<file path="config.mk">
export PLATFORM = sky130hd
export DESIGN_NAME = cnt_arb
export DESIGN_NICKNAME = d
export VERILOG_FILES = /design/src/rtl/cnt_arb.sv
export SDC_FILE = /design/constraint.sdc
export NUM_CORES = 1
export LEC_CHECK = 0
export ABC_AREA = 1
export BUFFER_PORTS_ARGS = -buffer_cell sky130_fd_sc_hd__buf_4
export CAP_MARGIN = 20
export CORE_ASPECT_RATIO = 0.8
export CORE_MARGIN = 5
export CORE_UTILIZATION = 58
export CTS_BUF_LIST = sky130_fd_sc_hd__clkbuf_8 sky130_fd_sc_hd__clkbuf_16
export CTS_CLUSTER_SIZE = 28
export DETAILED_ROUTE_END_ITERATION = 6
export PLACE_DENSITY = 0.91
export SLEW_MARGIN = 25
export SYNTH_ARGS = -nofsm -noshare
export SYNTH_HDL_FRONTEND = slang
export SYNTH_SLANG_ARGS = --single-unit
</file>
<file path="constraint.sdc">
create_clock -name clk_sys -period 3.26 [get_ports clk_sys]
set_input_delay 0.326 -clock clk_sys [delete_from_list [all_inputs] [get_ports clk_sys]]
set_output_delay 0.326 -clock clk_sys [all_outputs]
set_load 0.01 [all_outputs]
</file>
<file path="src/rtl/cnt_arb.sv">
// Two-requester round-robin arbiter that loads a divided-clock counter, waits
// for its carry (or a timeout) and returns a one-cycle done pulse to the winner.
module cnt_arb #(
    parameter int unsigned LD_HOLD = 8,
    parameter int unsigned TMO     = 255
) (
    input  logic       clk_sys,
    input  logic       rst,
    input  logic [1:0] req,
    input  logic [3:0] di0,
    input  logic [3:0] di1,
    input  logic [1:0] set0,
    input  logic [1:0] set1,
    input  logic       cy_in,
    output logic       ld,
    output logic [3:0] di,
    output logic [1:0] clk_set,
    output logic [1:0] gnt,
    output logic [1:0] done,
    output logic       err,
    output logic       busy
);

    localparam int unsigned LDW = (LD_HOLD > 1) ? $clog2(LD_HOLD) : 1;
    localparam int unsigned TW  = 8;

    typedef enum logic [1:0] {
        IDLE = 2'd0,
        LOAD = 2'd1,
        RUN  = 2'd2,
        DONE = 2'd3
    } state_t;

    state_t          state;
    logic [LDW-1:0]  ld_cnt;
    logic [TW-1:0]   tmo_cnt;
    logic            last_gnt;
    logic            sync0, sync1, sync2;
    logic [1:0]      win_c;
    logic            carry_c;

    // Round-robin pick: the requester not granted last time wins a tie.
    always_comb begin
        win_c = 2'b00;
        case (req)
            2'b01:   win_c = 2'b01;
            2'b10:   win_c = 2'b10;
            2'b11:   win_c = last_gnt ? 2'b01 : 2'b10;
            default: win_c = 2'b00;
        endcase
    end

    // Carry event: rising edge of the synchronized counter carry.
    assign carry_c = sync1 & ~sync2;

    always_ff @(posedge clk_sys or posedge rst) begin
        if (rst) begin
            state    <= IDLE;
            ld       <= 1'b0;
            di       <= 4'd0;
            clk_set  <= 2'd0;
            gnt      <= 2'd0;
            done     <= 2'd0;
            err      <= 1'b0;
            busy     <= 1'b0;
            ld_cnt   <= '0;
            tmo_cnt  <= '0;
            last_gnt <= 1'b1;
            sync0    <= 1'b0;
            sync1    <= 1'b0;
            sync2    <= 1'b0;
        end else begin
            sync0 <= cy_in;
            sync1 <= sync0;
            sync2 <= sync1;
            done  <= 2'd0;
            err   <= 1'b0;
            case (state)
                IDLE: begin
                    if (win_c != 2'b00) begin
                        gnt      <= win_c;
                        last_gnt <= win_c[1];
                        di       <= win_c[1] ? di1 : di0;
                        clk_set  <= win_c[1] ? set1 : set0;
                        ld       <= 1'b1;
                        ld_cnt   <= '0;
                        busy     <= 1'b1;
                        state    <= LOAD;
                    end
                end
                LOAD: begin
                    if (ld_cnt == LDW'(LD_HOLD - 1)) begin
                        ld      <= 1'b0;
                        tmo_cnt <= '0;
                        state   <= RUN;
                    end else begin
                        ld_cnt <= ld_cnt + LDW'(1);
                    end
                end
                // Carry takes priority over a timeout landing on the same cycle.
                RUN: begin
                    if (carry_c) begin
                        done  <= gnt;
                        state <= DONE;
                    end else if (tmo_cnt == TW'(TMO)) begin
                        done  <= gnt;
                        err   <= 1'b1;
                        state <= DONE;
                    end else begin
                        tmo_cnt <= tmo_cnt + TW'(1);
                    end
                end
                DONE: begin
                    gnt   <= 2'd0;
                    busy  <= 1'b0;
                    state <= IDLE;
                end
                default: state <= IDLE;
            endcase
        end
    end

endmodule
</file>
==> results.cfg <==
[outcome]
status = completed

[clocking]
cts_tree = built
postCtsSetupRepairBufs = 0
cts_hold_buf = 0
post_cts_resize_count = 0
insertion_delay_ps = 290
clkTransAtPathRegs_ps = 70
cts-root-buf = clkbuf_8
cts_sinks = 30
cts_buffer_depth = 2
htreeDepth = 2
numCtsBuffers = 5

[timing]
fmax_mhz = 612.8
hold_violations = 0
finalClockSkew_ps = 16.07
rsz0062_at_grt = false
setup_violations = 0
setup_slack_ps = 1628
fin_crit_sh_pct = 50.06
relSlewSlack_pct = 58.36
finalSetupTns_ps = 0
holdWs_ps = 114.6
drv_slew = 0
tightest_slew_ps = 623.6
period_minus_slack_ps = 1632

[yosys]
syn_avg_cell_area_sq_um = 8.078
yosysWarnings = 0
synth_area_leaders = dfrtp_1, nand2_1, o21ai_1
yosysMostFrequentCell = nand2_1
syn_inst = 195
yosys.area.top_type = dfrtp_1
async_reset_ff_share_pct = 100.0
synth_top_area_share_pct = 46.07
yosys-top-cells-count = nand2_1, dfrtp_1, nor2_1
synthFlopType = dfrtp_1
synth-edff-count = 0
ys_ff_latch = 30
synth_cell_type_count = 24
synth_area_sq_um = 1575
synth_nets = 219
yosysSeqAreaShare_pct = 47.74

[critical_path]
cp_data_arrival_time_ps = 1780
end_kind = flip-flop
crit_fanout = 10
slowest_stage = dfrtp_1
path_class = flip-flop to flip-flop
r2r_setup_slack_ps = 1630
cp_cell_sequence = inv_1 > ha_1 > inv_2 > nor2_8 > inv_4 > o21ai_2 > nand2_2 > nand2_1 > o21ai_1
critical_path_required_ps = 3410
slowest_delay_ps = 410
cp-start-kind = flip-flop

[power]
p_total_mw = 1.604
p_leak_nw = 0.9882
max-vdd-ir-drop_v = 0.0005119
power.density_nw_per_um2 = 831.6

[cells_and_area]
multiInputGateArea_sq_um = 734.5
design_area_sq_um = 1929
register_area_sq_um = 752.0
final_layout_size_suffix_gt1_share_pct = 24.57
diodes = 0
fill_cells = 187
finalNetCount = 255
syn_to_final_growth_pct = 22.48

[detailed_routing]
wl_per_cell_microns = 12.95
wl_met3_microns = 268
met2_length_microns = 1608
drt-met1-wl_microns = 1535
drc = 0
vias = 1401
first_iter_violations = 76
routed.top_layer = met4
vias_per_cell = 5.228
firstDrtPassIters = 4
drt-total-wl_microns = 3471
ant_nets = 0

[placement]
hpwlAfterDp_microns = 2568
place_area_sq_um = 1838
place_congestion = 0.8390
pre_cts_ws_ps = 1656
portBuffers = 29

[floorplan]
die_area_sq_um = 3865
core-area_sq_um = 2522
die_h_microns = 56.62
io_pins = 30
die_w_microns = 68.27
initial_core_util_pct = 62.45
placementRows = 16

[flow_run]
max-cap-violations = 0

[grt]
grt-ovfl-total = 0
grt_max_degree = 31
first_global_vias = 1369
grt_usage_pct = 21.04
grt_pass1_wl_microns = 6141
antenna_found_initial = 0

[worst_hold_path]
hold_path_class = input port to async pin
-- flip-flops by register name, indices dropped and copies added, names as in the netlist, 2 cells and up --
| signal | count |
|---|---|
| tmo_cnt | 8 |
| ld_cnt | 3 |
| clk_set | 2 |
| state | 2 |
| di | 4 |
| done | 2 |
| gnt | 2 |
-- routing by layer --
metal | GRT usage [%] | up-vias
li1 | - | 690
met2 | 30.36 | 54
met4 | 6.799 | 0
met1 | 29.17 | 646
met5 | 0 | -
met3 | 7.385 | 11
-- layout make-up --
class | instances | share of cell area [%]
clock buffers | 6 | 4.280
clock inverters | 2 | 0.4540
flip-flops and latches | 30 | 38.98
well taps | 36 | 2.335
multi-input cells | 142 | 38.07
inverters | 23 | 4.604
repair buffers | 29 | 11.28
-- worst max-delay path: cells and delay by family (launching register included) --
| kind | cells | cell delay, ps |
|---|---|---|
| fa+ha+maj | 1 | 310 |
| simple gates | 3 | 320 |
| flops | 1 | 410 |
| compound gates | 2 | 140 |
| buf+inv | 3 | 300 |
-- cell usage in the layout, fill, tap and decap left out, types with 2 or more instances in the layout --
cell / n
buf_4: 29
clkbuf_8: 6
dfrtp_1: 29
ha_1: 7
inv_1: 17
inv_2: 6
nand2_1: 66
nand2_2: 3
nand2_4: 2
nand3_1: 8
nor2_1: 21
nor2_2: 2
nor3b_1: 3
o21ai_1: 18
o21ai_2: 2
o22ai_1: 2
-- path summary, 6_finish.rpt --
| kind | endpoint | startpoint | cells past startpoint |
|---|---|---|---|
| min in group clk_sys | sync0 | cy_in | 1 |
| hold reg to reg | sync1 | sync0 | 0 |
| hold / removal | tmo_cnt[7] | rst | 2 |
| setup / recovery | ld_cnt[0] | state[0] | 9 |
| setup reg to reg | ld_cnt[0] | state[0] | 9 |
| max in group asynchronous | di[1] | rst | 2 |
-- kinds of logic (layout without fill, tap and decap cells) --
kind of cell             after synthesis  in the layout  synth area share, %
AO/OA/AOI/OAI                         27             27                10.49
adder cells (fa/ha/maj)                7              7                5.560
buffers and inverters                 23             60                5.640
flip-flops                            30             30                47.74
AND/OR/NAND/NOR                      108            108                30.58
-- power by group --
| part | switching (mW) | internal (mW) | leakage, nW | total [mW] |
|---|---|---|---|---|
| Clock | 0.138 | 0.167 | 0.0524 | 0.305 |
| Sequential | 0.0759 | 0.487 | 0.384 | 0.563 |
| Combinational | 0.455 | 0.281 | 0.552 | 0.736 |
| Total | 0.670 | 0.935 | 0.988 | 1.60 |
-- stage by stage --
step / utilization [%] / instances
floorplan: - / 195
global placement: 72.87 / 260
detailed placement: 72.87 / 260
CTS: 76.49 / 268
global route: 76.49 / 268
finish: 76.49 / 268
No activity file was read; power rests on OpenSTA's default activity.
